$ cat src/rtl/spi_regs_pkg.sv
`default_nettype none
// ============================================================================
// Module : spi_regs_pkg
// Brief  : Frame geometry, register map and controller state encoding
// Rev    : 1.0
// ============================================================================
package spi_regs_pkg;

  localparam int         FRAME_W          = 16;
  localparam logic       RW_WRITE         = 1'b1;

  localparam logic [6:0] ADDR_EN_OUT_7_0  = 7'h00;
  localparam logic [6:0] ADDR_EN_OUT_15_8 = 7'h01;
  localparam logic [6:0] ADDR_EN_PWM_7_0  = 7'h02;
  localparam logic [6:0] ADDR_EN_PWM_15_8 = 7'h03;
  localparam logic [6:0] ADDR_PWM_DUTY    = 7'h04;

  typedef enum logic [2:0] {
    ST_IDLE  = 3'd0,
    ST_SETUP = 3'd1,
    ST_SHIFT = 3'd2,
    ST_HOLD  = 3'd3,
    ST_GAP   = 3'd4
  } spi_state_e;

endpackage
`default_nettype wire

$ cat src/rtl/spi_clk_div.sv
`default_nettype none
// ============================================================================
// Module : spi_clk_div
// Brief  : Half-period tick generator for SCLK; restarts after each tick
// Rev    : 1.0
// ============================================================================
module spi_clk_div #(
  parameter int CLK_DIV = 4
) (
  input  logic clk,
  input  logic rst_n,
  input  logic en,
  input  logic clr,
  output logic tick
);

  localparam int               CNT_W    = (CLK_DIV > 1) ? $clog2(CLK_DIV) : 1;
  localparam logic [CNT_W-1:0] CNT_LAST = CNT_W'(CLK_DIV - 1);

  logic [CNT_W-1:0] cnt_q, cnt_d;

  always_comb begin
    cnt_d = cnt_q;
    if (clr || !en) begin
      cnt_d = '0;
    end else if (cnt_q == CNT_LAST) begin
      cnt_d = '0;
    end else begin
      cnt_d = cnt_q + 1'b1;
    end
  end

  always_ff @(posedge clk or negedge rst_n) begin
    if (!rst_n) begin
      cnt_q <= '0;
    end else begin
      cnt_q <= cnt_d;
    end
  end

  assign tick = en && !clr && (cnt_q == CNT_LAST);

endmodule
`default_nettype wire

$ cat src/rtl/spi_controller.sv
`default_nettype none
// ============================================================================
// Module : spi_controller
// Brief  : SPI mode-0 write-only initiator, one 16-bit frame per accepted request
// Rev    : 1.0
// ============================================================================
module spi_controller
  import spi_regs_pkg::*;
#(
  parameter int CLK_DIV  = 4,
  parameter int CS_SETUP = 2,
  parameter int CS_HOLD  = 2,
  parameter int IDLE_GAP = 4
) (
  input  logic       clk,
  input  logic       rst_n,
  input  logic       req_valid,
  output logic       req_ready,
  input  logic       req_rw,
  input  logic [6:0] req_addr,
  input  logic [7:0] req_data,
  output logic       SCLK,
  output logic       COPI,
  output logic       nCS,
  output logic       busy,
  output logic       done
);

  localparam int PH_MAX = (CS_SETUP > CS_HOLD) ?
                          ((CS_SETUP > IDLE_GAP) ? CS_SETUP : IDLE_GAP) :
                          ((CS_HOLD  > IDLE_GAP) ? CS_HOLD  : IDLE_GAP);
  localparam int            PH_W       = $clog2(PH_MAX + 1);
  localparam logic [PH_W-1:0] SETUP_LAST = PH_W'(CS_SETUP - 1);
  localparam logic [PH_W-1:0] HOLD_LAST  = PH_W'(CS_HOLD - 1);
  localparam logic [PH_W-1:0] GAP_LAST   = PH_W'(IDLE_GAP - 1);
  localparam logic [3:0]      BIT_LAST   = 4'(FRAME_W - 1);

  spi_state_e           state_q, state_d;
  logic [PH_W-1:0]      ph_q, ph_d;
  logic [3:0]           bit_q, bit_d;
  logic [FRAME_W-1:0]   sh_q, sh_d;
  logic                 sclk_q, sclk_d;
  logic                 ncs_q, ncs_d;
  logic                 done_q, done_d;
  logic                 tick;

  spi_clk_div #(
    .CLK_DIV (CLK_DIV)
  ) u_clk_div (
    .clk   (clk),
    .rst_n (rst_n),
    .en    (state_q == ST_SHIFT),
    .clr   (state_q != ST_SHIFT),
    .tick  (tick)
  );

  always_comb begin
    state_d = state_q;
    ph_d    = ph_q;
    bit_d   = bit_q;
    sh_d    = sh_q;
    sclk_d  = sclk_q;
    ncs_d   = ncs_q;
    done_d  = 1'b0;
    case (state_q)
      ST_IDLE: begin
        if (req_valid) begin
          sh_d    = {req_rw, req_addr, req_data};
          ncs_d   = 1'b0;
          sclk_d  = 1'b0;
          bit_d   = '0;
          ph_d    = '0;
          state_d = ST_SETUP;
        end
      end
      ST_SETUP: begin
        if (ph_q == SETUP_LAST) begin
          ph_d    = '0;
          state_d = ST_SHIFT;
        end else begin
          ph_d = ph_q + 1'b1;
        end
      end
      ST_SHIFT: begin
        if (tick) begin
          if (!sclk_q) begin
            sclk_d = 1'b1;
          end else begin
            // Data moves on the falling edge so COPI is settled before the next rise.
            sclk_d = 1'b0;
            if (bit_q == BIT_LAST) begin
              state_d = ST_HOLD;
            end else begin
              bit_d = bit_q + 1'b1;
              sh_d  = {sh_q[FRAME_W-2:0], 1'b0};
            end
          end
        end
      end
      ST_HOLD: begin
        if (ph_q == HOLD_LAST) begin
          ph_d    = '0;
          ncs_d   = 1'b1;
          done_d  = 1'b1;
          sh_d    = '0;
          state_d = ST_GAP;
        end else begin
          ph_d = ph_q + 1'b1;
        end
      end
      ST_GAP: begin
        if (ph_q == GAP_LAST) begin
          ph_d    = '0;
          state_d = ST_IDLE;
        end else begin
          ph_d = ph_q + 1'b1;
        end
      end
      default: begin
        state_d = ST_IDLE;
        ncs_d   = 1'b1;
        sclk_d  = 1'b0;
      end
    endcase
  end

  always_ff @(posedge clk or negedge rst_n) begin
    if (!rst_n) begin
      state_q <= ST_IDLE;
      ph_q    <= '0;
      bit_q   <= '0;
      sh_q    <= '0;
      sclk_q  <= 1'b0;
      ncs_q   <= 1'b1;
      done_q  <= 1'b0;
    end else begin
      state_q <= state_d;
      ph_q    <= ph_d;
      bit_q   <= bit_d;
      sh_q    <= sh_d;
      sclk_q  <= sclk_d;
      ncs_q   <= ncs_d;
      done_q  <= done_d;
    end
  end

  assign SCLK      = sclk_q;
  assign COPI      = sh_q[FRAME_W-1];
  assign nCS       = ncs_q;
  assign done      = done_q;
  assign busy      = (state_q != ST_IDLE);
  assign req_ready = (state_q == ST_IDLE);

endmodule
`default_nettype wire

$ cat config.mk
export PLATFORM = sky130hd
export DESIGN_NAME = spi_controller
export DESIGN_NICKNAME = d
export VERILOG_FILES = /design/src/rtl/spi_regs_pkg.sv /design/src/rtl/spi_clk_div.sv /design/src/rtl/spi_controller.sv
export SDC_FILE = /design/constraint.sdc
export NUM_CORES = 1
export LEC_CHECK = 0
export CAP_MARGIN = 10
export CORE_MARGIN = 3
export CORE_UTILIZATION = 56
export CTS_CLUSTER_DIAMETER = 150
export DETAILED_ROUTE_END_ITERATION = 8
export DONT_BUFFER_PORTS = 1
export PLACE_DENSITY = 0.79
export SLEW_MARGIN = 20
export SYNTH_ARGS = -nofsm -noshare
export SYNTH_HDL_FRONTEND = slang
export SYNTH_HIERARCHICAL = 1
export SYNTH_SLANG_ARGS = --single-unit
$ cat constraint.sdc
create_clock -name clk -period 1.9 [get_ports clk]
set_input_delay 0.285 -clock clk [delete_from_list [all_inputs] [get_ports clk]]
set_output_delay 0.285 -clock clk [all_outputs]
set_load 0.01 [all_outputs]
Yosys cells after proc, flatten, opt, wreduce, memory -nomap -nowiden
Index checks and enable logic that the tools add are counted.
Storage, ports and cells
  memory bits (read-only): 0
  memories: 0
  RAM bits: 0
  output and inout bits: 6
  latch bits: 0
  input port bits: 19
  logic and storage cells: 82
  flip-flop bits (word level): 31
Cells by class
  $add $sub $neg: 3
  muxes and demuxes: 33
  reductions and logical operators: 19
  divide/modulo/power cells: 0
  $mul: 0
  bitwise gates (word level): 2
  magnitude comparators: 0
  shift operators: 0
  equality and inequality tests: 17
Operators by type and width (count)
  two-way mux 16 bit: 5
  case mux 16 bit (3 select lines): 1
  two-way mux 3 bit: 10
  two-way mux 4 bit: 4
  inequality test 2 bit (second input constant): 8
  case mux 3 bit (5 select lines): 1
  == test 3 x 2 -> 1 bit (second input constant): 3
  case mux 3 bit (3 select lines): 1
  nonzero test 3 bit: 3
  case mux 4 bit (2 select lines): 1
  AND reduction 7 bit: 1
  == test 3 x 1 -> 1 bit (second input constant): 2
  two-way mux 1 bit: 6
  case mux 1 bit (3 select lines): 2
  AND reduction 3 bit: 2
  AND reduction 6 bit: 1
  OR reduction 3 bit: 2
  AND reduction 5 bit: 1
  adder 4 x 1 -> 4 bit (second input constant): 1
  == test 4 bit (second input constant): 1
  two-way mux 2 bit: 2
  adder 3 x 1 -> 3 bit (second input constant): 1
  == test 3 bit (second input constant): 1
  logical NOT 3 bit: 1
  10 further kinds: 13

Logic depth before layout (Yosys ltp)
Gate-level depths: netlist of run 1.
  depth in word-level cells: 6
  depth in mapped cells: 10
  gate-level depth less buffers: 8

By module
The synthesis of run 1 kept the hierarchy.
By module, submodules not included
  spi_controller: cells an instance 176, seq. area each 726.9 sq um, instances 1, area an instance 1685.4 sq um
  spi_clk_div: cells an instance 6, seq. area each 50.0 sq um, instances 1, area an instance 95.1 sq um

Worst setup path after synthesis of run 1
OpenSTA, ideal clock, no wires.
  path type: reg2reg
  start: register state_q[2]
  end: register sh_q[1]
  period minus slack after synthesis: 2.047 ns
  library setup time: 0.125 ns
  data arrival time: 1.922 ns
  path buffers: 1
  required time: 1.775 ns
  cell stages (with the launch flop): 10
  slack: -0.147 ns
  cell sequence: dfrtp_1 > nand2b_1 > buf_6 > nor2_8 > inv_2 > and3b_1 > and3_4 > nor4_4 > a21oi_4 > mux2_4
On the way
  cells in the longest elaborated chain, start to end: 6
  elaborated cells on any way between the ends: 15
  classes of those cells: 8 x eq/ne; 1 x mux; 6 x reduce/logical
Ends and longest elaborated chain
  start, declared: RTL line spi_controller.sv:38  | spi_state_e state_q, state_d;
  start signal, assigned: RTL line spi_controller.sv:137  | state_q <= state_d;
  inequality test 3 x 2 -> 1 bit: RTL line spi_controller.sv:53  | .clr (state_q != ST_SHIFT),
  logical NOT 1 bit: RTL line spi_clk_div.sv:41  | assign tick = en && !clr && (cnt_q == CNT_LAST);
  logical AND 1 bit (*) (2 in a row): RTL line spi_clk_div.sv:41
  net tick: RTL line spi_controller.sv:45  | logic tick;
  inequality test 2 bit (no line) (*)
  AND reduction 6 bit (no line) (*)
  end signal, assigned: RTL line spi_controller.sv:132  | sh_q <= '0;
  end signal, assigned: RTL line spi_controller.sv:140  | sh_q <= sh_d;
  end, declared: RTL line spi_controller.sv:41  | logic [FRAME_W-1:0] sh_q, sh_d;
The timed path passes the listed nets; every way through them passes the cells marked *.
A chain may end at the register's enable or synchronous reset.

Worst setup path after layout of run 1
  start: register state_q[2]
  end: register sh_q[10]
The elaborated chain is that of the path after synthesis.

==> impl_metrics.env, run 1 <==
export IMPL_synthFlopType="dfrtp_1"
export IMPL_syn_area_sq_um=1780
export IMPL_syn_inst=182
export IMPL_clk_path_buf_depth=2
export IMPL_status="finished, violations left"
export IMPL_dieWidth_um=62.4
export IMPL_dr_pass1_iters=4
export IMPL_yosys_warnings=6
export IMPL_io_pins=25
export IMPL_yosysTopAreaCell="dfrtp_1"
export IMPL_grt_usage_pct=17.7
export IMPL_nets=215
export IMPL_core_area_sq_um=2900
export IMPL_initial_core_util_pct=61.4
export IMPL_power_density_nw_per_um2=545
export IMPL_netlist_cell_type_count=44
export IMPL_slew_limit_headroom_pct=79.0
export IMPL_yosysSeqAreaShare_pct=43.6
export IMPL_required_ns=2.15
export IMPL_power_frac_seq_pct=62.6
export IMPL_place_hpwl_um=2270
export IMPL_setup_viol=5
export IMPL_layout_common_cells="dfrtp_1, inv_1, a21oi_1"
export IMPL_dieArea_sq_um=3890
export IMPL_hp_class="primary input to register"
export IMPL_final_seq_area_sq_um=777
export IMPL_power_frac_comb_pct=4.1
export IMPL_holdWs_ns=0.0925
export IMPL_synth_area_leaders="dfrtp_1, mux2i_1, a21oi_1, inv_1, ha_1"
export IMPL_async_reset_ff_share_pct=100
export IMPL_cts_made_buffers=5
export IMPL_ant_nets=0
export IMPL_max_freq_ghz=0.522
export IMPL_synth_top_cell_area_share_pct=42.2
export IMPL_area_growth_pct=11.0
export IMPL_tightest_slew_ns=0.312
export IMPL_fin_crit_sh_pct=101
export IMPL_wire_per_inst_um=14.5
export IMPL_mostFrequentLayoutCell="dfrtp_1"
export IMPL_place_gp_congestion=0.768
export IMPL_drive_gt1_share_pct=18.3
export IMPL_grt_pass1_vias=1229
export IMPL_rsz0062_at_grt="true"
export IMPL_vias=1254
export IMPL_grt_pass1_wl_um=5470
export IMPL_n_antenna_cell=0
export IMPL_antenna_found_initial=0
export IMPL_period_minus_slack_ns=1.91
export IMPL_hold_viol=0
export IMPL_leakage_nw=0.850
export IMPL_critical_path_class="register to register"
export IMPL_drt_iter0_drc=42
export IMPL_fillers=241
export IMPL_slew_viol_final=0
export IMPL_switching_share_pct=22.5
export IMPL_wirelength_um=3380
export IMPL_htreeDepth=2
export IMPL_start_kind="register"
export IMPL_vias_per_cell=5.38
export IMPL_syn_num_nets=207
export IMPL_setup_ws_ns=-0.0145
export IMPL_grt_max_degree=35
export IMPL_skew_ns=0.0171
export IMPL_ys_ff_latch=31
export IMPL_clock_sinks=31
export IMPL_peakVddDrop_v=0.000397
export IMPL_switching_power_mw=0.242
export IMPL_clock_power_share_pct=33.3
export IMPL_violations="setup timing"
export IMPL_synth_edf_count=0
export IMPL_drc_errors=0
export IMPL_cellInternalPower_mw=0.835
export IMPL_clock_root_buffer="clkbuf_4"
export IMPL_syn_avg_cell_area_sq_um=9.78
export IMPL_multi_input_area_sq_um=870
export IMPL_arrival_ns=2.17
export IMPL_io_buffers=0
export IMPL_total_power_mw=1.08
export IMPL_cts_tree="built"
export IMPL_clk_pin_slew_ns=0.10
export IMPL_cp_end_kind="register"
export IMPL_rows=19
export IMPL_grt_remaining_overflow=0
export IMPL_die_h_um=62.4
export IMPL_path_max_fanout=7
export IMPL_drv_cap=0
export IMPL_clock_latency_ns=0.33
-- worst max-delay path: stages, from the launching register on --
cell and delay [ns]:
dfrtp_1 0.38, nand2b_4 0.17, nor2_8 0.12, inv_4 0.05, and3b_2 0.26, and3_4 0.21
nor4_4 0.05, a21oi_4 0.22, clkbuf_16 0.20, mux2i_1 0.20
-- state kept, by name, indices dropped and copies added (netlist names) --
register / cells
SCLK: 1
bit_q: 4
done: 1
nCS: 1
ph_q: 3
sh_q: 16
state_q: 3
u_clk_div/cnt_q: 2
-- repair_timing --
item	CTS	global route
setup buffers	0	3
endpoints found under the hold margin	31	0
setup endpoints to repair	6	19
pin swaps	1	1
hold buffers	2	0
cloned	0	1
resized for setup	1	8
-- layer usage --
layer  track usage (%)  vias to the layer above  share of wire [%]
met5                 0                        -                  0
met4              6.61                        0                1.1
met3              4.68                        4                3.3
met2              30.2                       16                 51
met1              21.3                      593                 45
li1                  -                      641                  -
-- power groups by stage --
stage / Clock, mW / Sequential (mW) / Combinational [mW]
2_1_floorplan: 0 / 0.686 / 0.0211
3_3_place_gp: 0 / 0.687 / 0.0228
3_5_place_dp: 0 / 0.687 / 0.0247
4_1_cts: 0.368 / 0.674 / 0.0447
5_1_grt: 0.398 / 0.676 / 0.0518
6_report: 0.358 / 0.674 / 0.0446
-- cells by family after synthesis --
| family | count (synthesis) | synth area share, % |
|---|---|---|
| compound gates | 39 | 13.6 |
| fa+ha+maj | 6 | 4.22 |
| simple gates | 54 | 19.0 |
| mux | 17 | 9.84 |
| flops | 31 | 43.6 |
| buf+inv | 34 | 9.21 |
| xor+xnor | 1 | 0.492 |
-- cell usage after synthesis, types with 2 or more instances --
cell / number
nand2_1: 10
nor3b_1: 3
dfrtp_1: 30
buf_4: 3
o22ai_1: 2
buf_1: 3
a21oi_1: 18
ha_1: 6
nor2_1: 7
nand3_1: 3
nor3_1: 13
o31ai_1: 2
nand2b_1: 5
clkbuf_1: 2
and3b_1: 2
inv_1: 22
o21ai_0: 9
mux2i_1: 16
-- final cells by class --
type	count	share of cell area, %
Clock buffer	8	2.47
Inverter	23	4.50
Multi-Input combinational cell	117	44.0
Sequential cell	31	39.3
Tap cell	42	2.66
Timing Repair Buffer	12	7.03
-- path summary, 6_finish.rpt --
path,from,end,slack (ns),cells past startpoint
max,state_q[2],sh_q[10],-0.01,9
min,req_data[0],sh_q[0],0.09,2
max reg2reg,state_q[2],sh_q[10],-0.01,9
min reg2reg,u_clk_div/cnt_q[0],u_clk_div/cnt_q[0],0.45,1
max in group asynchronous,rst_n,nCS,1.24,2
min in group asynchronous,rst_n,sh_q[14],0.40,2
-- per-stage QoR --
step / setup WS [ns] / cells / setup TNS [ns] / area (sq um) / utilization (%)
2_1_floorplan: -0.132 / 182 / -1.19 / 1790 / -
3_3_place_gp: 0.130 / 219 / 0 / 1820 / 62.8
3_5_place_dp: -0.0142 / 219 / -0.0187 / 1820 / 62.8
4_1_cts: -0.0105 / 229 / -0.0141 / 1900 / 65.5
5_1_grt: -0.155 / 233 / -1.76 / 1980 / 68.1
6_report: -0.0145 / 233 / -0.0303 / 1980 / 68.1
(Power assumes the default switching activity.)
==> inputs of run 2 (changes only) <==
--- a/config.mk
+++ b/config.mk
@@ -6,12 +6,12 @@
 export NUM_CORES = 1
 export LEC_CHECK = 0
 export CAP_MARGIN = 10
-export CORE_MARGIN = 3
-export CORE_UTILIZATION = 56
+export CORE_MARGIN = 5
+export CORE_UTILIZATION = 60
 export CTS_CLUSTER_DIAMETER = 150
 export DETAILED_ROUTE_END_ITERATION = 8
 export DONT_BUFFER_PORTS = 1
-export PLACE_DENSITY = 0.79
+export PLACE_DENSITY = 0.81
 export SLEW_MARGIN = 20
 export SYNTH_ARGS = -nofsm -noshare
 export SYNTH_HDL_FRONTEND = slang
==> constraint.sdc (replaced) <==
create_clock -name clk -period 2.2 [get_ports clk]
set_input_delay 0.33 -clock clk [delete_from_list [all_inputs] [get_ports clk]]
set_output_delay 0.33 -clock clk [all_outputs]
set_load 0.01 [all_outputs]
==> impl_metrics.env, run 2 (synthesized netlist as in run 1, its figures left out) <==
export IMPL_hp_class="primary input to register"
export IMPL_dieArea_sq_um=4160
export IMPL_peakVddDrop_v=0.000392
export IMPL_reg2reg_from="state_q[2]"
export IMPL_grt_max_degree=35
export IMPL_path_max_fanout=15
export IMPL_drt_iter0_drc=103
export IMPL_cp_end_kind="register"
export IMPL_dr_pass1_iters=4
export IMPL_fillers=241
export IMPL_clock_latency_ns=0.32
export IMPL_start_kind="register"
export IMPL_cts_tree="built"
export IMPL_cp_slowest_stage_delay_ns=0.39
export IMPL_worstReg2RegEnd="sh_q[2]"
export IMPL_grt_remaining_overflow=0
export IMPL_initial_core_util_pct=63.5
export IMPL_grt_pass1_vias=1328
export IMPL_reg2reg_depth=9
export IMPL_place_hpwl_um=2260
export IMPL_place_gp_congestion=0.806
export IMPL_setup_viol=0
export IMPL_drc_errors=0
export IMPL_hold_viol=0
export IMPL_ant_nets=0
export IMPL_io_buffers=0
export IMPL_hold_path_startpoint="req_data[0]"
export IMPL_grt_usage_pct=17.9
export IMPL_tightest_slew_ns=0.330
export IMPL_drv_cap=0
export IMPL_leakage_nw=0.831
export IMPL_critPathLaunch="state_q[2]"
export IMPL_cp_endpoint="sh_q[2]"
export IMPL_largestRegisters="sh_q: 16 flops, bit_q: 4 flops"
export IMPL_nets=212
export IMPL_wire_per_inst_um=14.8
export IMPL_htreeDepth=2
export IMPL_grt_pass1_wl_um=5860
export IMPL_slew_limit_headroom_pct=77.8
export IMPL_skew_ns=0.00370
export IMPL_mostFrequentLayoutCell="dfrtp_1"
export IMPL_largest_reg_flops=16
export IMPL_rsz0062_at_grt="false"
export IMPL_clk_path_buf_depth=2
export IMPL_power_density_nw_per_um2=504
export IMPL_dieWidth_um=64.5
export IMPL_antenna_found_initial=0
export IMPL_cts_made_buffers=5
export IMPL_clock_root_buffer="clkbuf_4"
export IMPL_vias=1258
export IMPL_cts_resized=0
export IMPL_vias_per_cell=5.77
export IMPL_arrival_ns=2.26
export IMPL_drive_gt1_share_pct=14.4
export IMPL_post_dp_cell_area_sq_um=1790
export IMPL_io_pins=25
export IMPL_area_growth_pct=6.32
export IMPL_clk_pin_slew_ns=0.09
export IMPL_crit_slowest_cell="dfrtp_1"
export IMPL_layout_common_cells="dfrtp_1, inv_1, a21oi_1"
export IMPL_die_h_um=64.5
export IMPL_period_minus_slack_ns=2.02
export IMPL_n_antenna_cell=0
export IMPL_top_register="sh_q"
export IMPL_fin_crit_sh_pct=91.8
export IMPL_core_area_sq_um=2810
export IMPL_wirelength_um=3220
export IMPL_rows=19
export IMPL_critical_path_class="register to register"
export IMPL_clock_sinks=31
export IMPL_setup_tns_ns=0
export IMPL_required_ns=2.45
export IMPL_slew_viol_final=0
export IMPL_r2r_setup_slack_ns=0.18
export IMPL_cp_cell_sequence="nand2b_1 -> nor2_8 -> inv_2 -> and3b_1 -> and3_4 -> nor4_4 -> a21oi_4 -> buf_12 -> mux2i_1"
export IMPL_max_freq_ghz=0.495
export IMPL_design_area_sq_um=1890
export IMPL_status="finished, final reports clean"
export IMPL_total_power_mw=0.953
run 2: power by group:
part	switching, mW	leakage (nW)	internal (mW)
registers	0.00346	0.386	0.579
clock network	0.186	0.0341	0.148
logic	0.0227	0.410	0.0149
run 2: cell type report:
class	instances	area (sq um)	share of cell area, %
clock buffers	6	51.3	2.71
clock inverters	1	5.00	0.264
inverters	23	86.3	4.56
multi-input cells	117	840	44.3
flip-flops and latches	31	777	41.0
well taps	31	38.8	2.05
repair buffers	9	95.1	5.02
run 2: layer usage:
layer / GRT usage, % / wire (um) / up-vias
met3: 6.56 / 183 / 2
met2: 30.5 / 1600 / 28
met5: 0 / 0 / -
li1: - / - / 630
met4: 6.33 / 27 / 0
met1: 20.9 / 1410 / 598
run 2: worst min path at each step:
stage	slack [ns]	end	depth (start not counted)
global placement	0.04	u_clk_div/cnt_q[1]	0
detailed placement	0.04	u_clk_div/cnt_q[1]	0
floorplan	0.03	SCLK	0
global route	0.13	sh_q[0]	2
CTS	0.13	sh_q[0]	2
finish	0.15	sh_q[0]	2
run 2: stage by stage:
stage / setup slack [ns] / util (%) / hold slack, ns / cells
detailed placement: 0.141 / 63.9 / 0.0354 / 207
global placement: 0.248 / 63.9 / 0.0355 / 207
CTS: 0.113 / 66.9 / 0.131 / 216
floorplan: 0.153 / - / 0.0344 / 182
finish: 0.181 / 67.5 / 0.150 / 218
global route: 0.0404 / 67.5 / 0.128 / 218
run 2: timing repair:
action                                 in CTS  in global routing
hold buffers                                2                  0
endpoints found under the hold margin      31                  0
setup buffers                               0                  2
setup endpoints to repair                   0                  3
run 2: critical path: cells and delay by family, from the launching register on:
kind	cells	cell delay, ns
AOI/OAI and AO/OA	1	0.18
buffers and inverters	2	0.24
and+or+nand+nor	5	0.92
DFF	1	0.39
muxes	1	0.21
